**src/rtl/bus_timer_mailbox.sv**
```systemverilog
// Memory-mapped CPU bus responder: 32-bit compare timer with interrupt, a scratch
// register and a transmit mailbox FIFO drained over a valid/ready port.
`timescale 1ns/1ps
module bus_timer_mailbox #(
  parameter int FIFO_DEPTH = 8,
  parameter int CNT_W      = 32
) (
  input  logic        clk,
  input  logic        rst,
  input  logic [31:0] addr,
  input  logic        cs,
  input  logic        wr_rd,
  input  logic [31:0] data_bus_write,
  output logic [31:0] data_bus_read,
  output logic        irq,
  output logic        out_valid,
  input  logic        out_ready,
  output logic [31:0] out_data
);

  localparam int PTR_W = $clog2(FIFO_DEPTH);
  localparam logic [PTR_W:0] DEPTH_C = (PTR_W+1)'(FIFO_DEPTH);

  typedef enum logic [2:0] {
    A_CTRL, A_COMPARE, A_COUNT, A_STATUS, A_FIFO, A_SCRATCH, A_RSV6, A_RSV7
  } reg_addr_e;

  logic             r_en, r_autoreload, r_irq_en;
  logic [CNT_W-1:0] r_compare, r_count;
  logic             r_match, r_overflow, r_irq;
  logic [31:0]      r_scratch;

  logic [31:0]      r_mem [FIFO_DEPTH];
  logic [PTR_W-1:0] r_wr_ptr, r_rd_ptr;
  logic [PTR_W:0]   r_fifo_cnt;
  logic [31:0]      r_out_data;

  reg_addr_e        w_sel;
  logic             w_wr, w_hit, w_full, w_empty, w_pop, w_push_ok, w_set_ovf;
  logic             w_wr_fifo, w_wr_stat;
  logic [PTR_W-1:0] w_rd_ptr_nxt;
  logic             w_unused;

  // Only addr[4:2] selects a register; the remaining address bits are don't-care.
  assign w_unused  = &{1'b0, addr[31:5], addr[1:0]};

  assign w_sel     = reg_addr_e'(addr[4:2]);
  assign w_wr      = cs & wr_rd;
  assign w_wr_fifo = w_wr && (w_sel == A_FIFO);
  assign w_wr_stat = w_wr && (w_sel == A_STATUS);
  assign w_hit     = r_en && (r_count == r_compare);

  assign w_empty   = (r_fifo_cnt == '0);
  assign w_full    = (r_fifo_cnt == DEPTH_C);
  assign w_pop     = !w_empty && out_ready;
  // A full FIFO still accepts a word when the head leaves in the same cycle.
  assign w_push_ok = w_wr_fifo && (!w_full || w_pop);
  assign w_set_ovf = w_wr_fifo && w_full && !w_pop;
  assign w_rd_ptr_nxt = w_pop ? r_rd_ptr + 1'b1 : r_rd_ptr;

  assign irq       = r_irq;
  assign out_valid = !w_empty;
  assign out_data  = r_out_data;

  // NOTE: sequential state uses non-blocking assignments so every register samples pre-edge values.
  always_ff @(posedge clk or negedge rst) begin
    if (!rst) begin
      r_en         <= 1'b0;
      r_autoreload <= 1'b0;
      r_irq_en     <= 1'b0;
      r_compare    <= '1;
      r_count      <= '0;
      r_match      <= 1'b0;
      r_overflow   <= 1'b0;
      r_irq        <= 1'b0;
      r_scratch    <= '0;
    end else begin
      if (w_wr && w_sel == A_CTRL)
        {r_irq_en, r_autoreload, r_en} <= data_bus_write[2:0];
      if (w_wr && w_sel == A_COMPARE)
        r_compare <= data_bus_write[CNT_W-1:0];
      if (w_wr && w_sel == A_SCRATCH)
        r_scratch <= data_bus_write;

      if (w_wr && w_sel == A_COUNT)
        r_count <= data_bus_write[CNT_W-1:0];
      else if (r_en)
        r_count <= (w_hit && r_autoreload) ? '0 : r_count + 1'b1;

      // Hardware set beats a same-cycle write-one-to-clear.
      if (w_hit)
        r_match <= 1'b1;
      else if (w_wr_stat && data_bus_write[0])
        r_match <= 1'b0;
      if (w_set_ovf)
        r_overflow <= 1'b1;
      else if (w_wr_stat && data_bus_write[1])
        r_overflow <= 1'b0;

      r_irq <= r_match & r_irq_en;
    end
  end

  // NOTE: the storage array has no reset; only pointers and count define its contents.
  always_ff @(posedge clk) begin
    if (w_push_ok)
      r_mem[r_wr_ptr] <= data_bus_write;
  end

  always_ff @(posedge clk or negedge rst) begin
    if (!rst) begin
      r_wr_ptr   <= '0;
      r_rd_ptr   <= '0;
      r_fifo_cnt <= '0;
      r_out_data <= '0;
    end else begin
      if (w_push_ok) r_wr_ptr <= r_wr_ptr + 1'b1;
      r_rd_ptr <= w_rd_ptr_nxt;
      case ({w_push_ok, w_pop})
        2'b10:   r_fifo_cnt <= r_fifo_cnt + 1'b1;
        2'b01:   r_fifo_cnt <= r_fifo_cnt - 1'b1;
        default: r_fifo_cnt <= r_fifo_cnt;
      endcase
      // Forward the incoming word when it lands in the slot that becomes the head.
      if (w_push_ok && (r_wr_ptr == w_rd_ptr_nxt))
        r_out_data <= data_bus_write;
      else
        r_out_data <= r_mem[w_rd_ptr_nxt];
    end
  end

  // NOTE: defaulting the output first keeps this combinational block latch-free.
  always_comb begin
    data_bus_read = '0;
    if (cs && !wr_rd) begin
      case (w_sel)
        A_CTRL:    data_bus_read[2:0] = {r_irq_en, r_autoreload, r_en};
        A_COMPARE: data_bus_read[CNT_W-1:0] = r_compare;
        A_COUNT:   data_bus_read[CNT_W-1:0] = r_count;
        A_STATUS: begin
          data_bus_read[0]           = r_match;
          data_bus_read[1]           = r_overflow;
          data_bus_read[2]           = w_full;
          data_bus_read[3]           = w_empty;
          data_bus_read[8 +: PTR_W+1] = r_fifo_cnt;
        end
        A_SCRATCH: data_bus_read = r_scratch;
        default:   data_bus_read = '0;
      endcase
    end
  end

endmodule

```
**config.mk**
```make
export PLATFORM = sky130hd
export DESIGN_NAME = bus_timer_mailbox
export DESIGN_NICKNAME = d
export VERILOG_FILES = /design/src/rtl/bus_timer_mailbox.sv
export SDC_FILE = /design/constraint.sdc
export NUM_CORES = 1
export LEC_CHECK = 0
export ABC_AREA = 1
export ABC_CLOCK_PERIOD_IN_PS = 5100
export BUFFER_PORTS_ARGS = -buffer_cell sky130_fd_sc_hd__buf_2
export CAP_MARGIN = 10
export CELL_PAD_IN_SITES_DETAIL_PLACEMENT = 2
export CELL_PAD_IN_SITES_GLOBAL_PLACEMENT = 2
export CORE_ASPECT_RATIO = 0.75
export CORE_MARGIN = 3
export CORE_UTILIZATION = 39
export DETAILED_ROUTE_END_ITERATION = 10
export PLACE_DENSITY_LB_ADDON = 0.05
export SYNTH_ARGS = -nofsm -noshare
export SYNTH_HDL_FRONTEND = slang
export SYNTH_SLANG_ARGS = --single-unit
```
**constraint.sdc**
```tcl
create_clock -name clk -period 5.1 [get_ports clk]
set_input_delay 1.275 -clock clk [delete_from_list [all_inputs] [get_ports clk]]
set_output_delay 1.275 -clock clk [all_outputs]
set_load 0.02 [all_outputs]
```
==> impl_metrics.env <==
export IMPL_outcome="complete, no violations"
export IMPL_core_region_area_um2=46500
export IMPL_synth_top_area_share_pct=41.4
export IMPL_synthTopCellsByCount="554 x nand2_1, 281 x inv_1, 256 x edfxtp_1"
export IMPL_path_class="input port to output port"
export IMPL_post_route_util_pct=45.4
export IMPL_ys_flop_type="edfxtp_1"
export IMPL_yosys_warnings=0
export IMPL_synth_edf_count=256
export IMPL_synth_avg_cell_area_um2=9.52
export IMPL_die_y_um=195
export IMPL_r2r_start="r_fifo_cnt[0]$_DFFE_PN0P_"
export IMPL_ff_latch_area_um2=11300
export IMPL_fin_tns_setup_ps=0
export IMPL_fmaxAchievable_mhz=236
export IMPL_r2r_cells=12
export IMPL_synth_top_area_cell="edfxtp_1"
export IMPL_cp_required_ps=3830
export IMPL_post_drt_via_cell_ratio=5.43
export IMPL_final_max_slew_viol_count=0
export IMPL_dr_pass1_iters=5
export IMPL_finalHoldViolCount=0
export IMPL_cts_sinks=400
export IMPL_routed_wl_um=62600
export IMPL_ys_async_sr_fraction_pct=36.0
export IMPL_clock_path_buffers=3
export IMPL_switching_share_pct=39.9
export IMPL_total_power_mw=11.3
export IMPL_antenna_cells=0
export IMPL_synthCells=1951
export IMPL_initial_core_util_pct=39.9
export IMPL_chipWidth_um=258
export IMPL_relSlewSlack_pct=23.8
export IMPL_holdPathEnd="irq$_DFF_PN0_"
export IMPL_h_tree_depth=2
export IMPL_io_buffers=105
export IMPL_cts_setup_buffers=0
export IMPL_ys_seq_elements=400
export IMPL_finalNetCount=2106
export IMPL_n_fill_cell=4978
export IMPL_drive_gt1_share_pct=12.7
export IMPL_min_from="r_irq_en$_DFFE_PN0P_"
export IMPL_grt_pass1_wl_um=97400
export IMPL_drt_antenna_violating_nets=0
export IMPL_rsz0062_at_grt="no"
export IMPL_combPwrFrac_pct=34.8
export IMPL_cts_tree="built"
export IMPL_cp_max_fo=29
export IMPL_clk_latency_ps=560
export IMPL_grt_pass1_vias=16200
export IMPL_vias=14600
export IMPL_pre_cts_ws_ps=874
export IMPL_die_area_um2=50300
export IMPL_io_pins=135
export IMPL_ys_seq_area_share_pct=61.0
export IMPL_critPathCaptureType="output port"
export IMPL_synthMostInstantiatedCell="nand2_1"
export IMPL_crit_path_start_kind="input port"
export IMPL_multi_input_area_um2=5760
export IMPL_dp_hpwl_um=38900
export IMPL_grt_ovfl_total=0
export IMPL_antenna_found_initial=0
export IMPL_hold_depth=2
export IMPL_min_path_type="flip-flop to flip-flop"
export IMPL_cts_buffers=43
export IMPL_fin_skew_ps=12.4
export IMPL_synth_nets=2024
export IMPL_cts_repair_resized=0
export IMPL_fin_ws_ps=857
export IMPL_p_leak_nw=9.13
export IMPL_worst_slew_pin_slew_ps=1140
export IMPL_netSwitchingPower_mw=4.53
export IMPL_pwr_share_clk_pct=27.0
export IMPL_r2r_slack_ps=1990
export IMPL_rows=68
export IMPL_drc=0
export IMPL_root_buffer="clkbuf_16"
export IMPL_power_density_nw_per_um2=537
export IMPL_synth_area_top_cells="edfxtp_1 41%, dfrtp_1 15%, nand2_1 11%"
export IMPL_holdBufCountCts=0
export IMPL_min_period_ps=4240
export IMPL_track_usage_pct=25.1
export IMPL_clkTransAtPathRegs_ps=60
export IMPL_syn_cell_area_um2=18600
export IMPL_arrival_ps=2970
export IMPL_first_iter_violations=874
export IMPL_gp_congestion=0.799
export IMPL_ys_types=40
export IMPL_seqPwrFrac_pct=38.2
export IMPL_setup_violations=0
export IMPL_area_delta_synth_final_pct=13.7
export IMPL_grt_max_degree=93
export IMPL_final_period_utilization_pct=83.2
export IMPL_max_vdd_ir_drop_mv=0.390
export IMPL_reg2reg_to="out_data[5]$_DFF_PN0_"
export IMPL_wl_per_cell_um=23.2
export IMPL_drv_cap=0
export IMPL_internal_power_mw=6.81
[stage by stage]
stage                     cells  instance area [µm²]  hold slack [ps]
after floorplan            1951                18600              453
after global placement     2618                19800              466
after detailed placement   2618                19800              477
after CTS                  2697                21100              493
after global routing       2697                21100              519
final                      2697                21100              491
[cell type report]
class                           count  share of cell area [%]
Timing Repair Buffer              137                    3.83
Multi-Input combinational cell   1163                    27.3
Tap cell                          630                    3.73
Clock buffer                       58                    5.60
Inverter                          288                    5.12
Sequential cell                   400                    53.7
Clock inverter                     21                   0.794
[state kept, by name (all words and copies together) (netlist names)]
name	cells
irq	1
out_data	32
r_autoreload	1
r_compare	32
r_count	32
r_en	1
r_fifo_cnt	4
r_irq_en	1
r_match	1
r_mem	256
r_overflow	1
r_rd_ptr	3
r_scratch	32
r_wr_ptr	3
[per-layer routing]
layer | routed length (µm) | vias to the layer above | GRT usage (%)
li1 | - | 6668 | -
met1 | 30000 | 7664 | 35.6
met2 | 29500 | 227 | 41.2
met3 | 1700 | 81 | 2.81
met4 | 1430 | 0 | 6.43
met5 | 0 | - | 0
[cells by family (layout without fill, tap and decap cells)]
| family | count (synthesis) | in the layout | synth area share (%) |
|---|---|---|---|
| AND/OR/NAND/NOR | 847 | 847 | 19.2 |
| flip-flops | 400 | 400 | 61.0 |
| buffers and inverters | 388 | 504 | 8.47 |
| AO/OA/AOI/OAI | 272 | 272 | 9.06 |
| XOR/XNOR | 40 | 40 | 1.99 |
| adder cells (fa/ha/maj) | 4 | 4 | 0.269 |
[cell usage in the layout (no fill, tap or decap), types with 3 or more instances in the layout]
cell and count:
nand3_1 161, o211ai_1 72, a31oi_1 3, dfrtp_1 112, dfstp_2 32, xor2_1 31, o221ai_1 10, buf_4 29
edfxtp_1 256, nor3_2 8, nand4_1 42, clkbuf_1 10, nand2_1 550, nand2_4 5, a22oi_1 8, o22ai_1 37
clkbuf_16 43, xnor2_1 8, a221oi_1 7, ha_1 4, inv_1 281, o21ai_0 118, nand2_2 3, inv_2 5
nor2_2 3, clkinv_2 9, clkinv_1 10, nor2_1 56, buf_2 104, nor3_1 11, nor2_4 3, clkbuf_8 5
a21oi_1 11, buf_12 3
[power by group through the flow]
stage               Combinational, mW  Sequential, mW  Clock (mW)
CTS                              3.99            4.33        3.14
finish                           3.94            4.33        3.06
global placement                 3.76            4.36           0
global route                     4.43            4.40        3.28
detailed placement               3.92            4.39           0
floorplan                        2.52            4.40           0
[worst max-delay path, stage by stage]
cell      delay (ps)
buf_2            130
nor3_2           450
inv_1             80
buf_4            290
o22ai_1          280
a221oi_1         150
nor2_1           140
buf_2            170
[worst max path at each step]
stage,cells past startpoint,start,slack [ps],endpoint
2_1_floorplan,7,out_ready,420,r_mem[6][0]$_DFFE_PP_
3_3_place_gp,8,addr[4],910,data_bus_read[11]
3_5_place_dp,8,addr[4],870,data_bus_read[10]
4_1_cts,8,addr[4],860,data_bus_read[10]
5_1_grt,9,addr[3],610,data_bus_read[11]
6_report,8,addr[4],860,data_bus_read[10]
No activity file was read; power rests on OpenSTA's default activity.
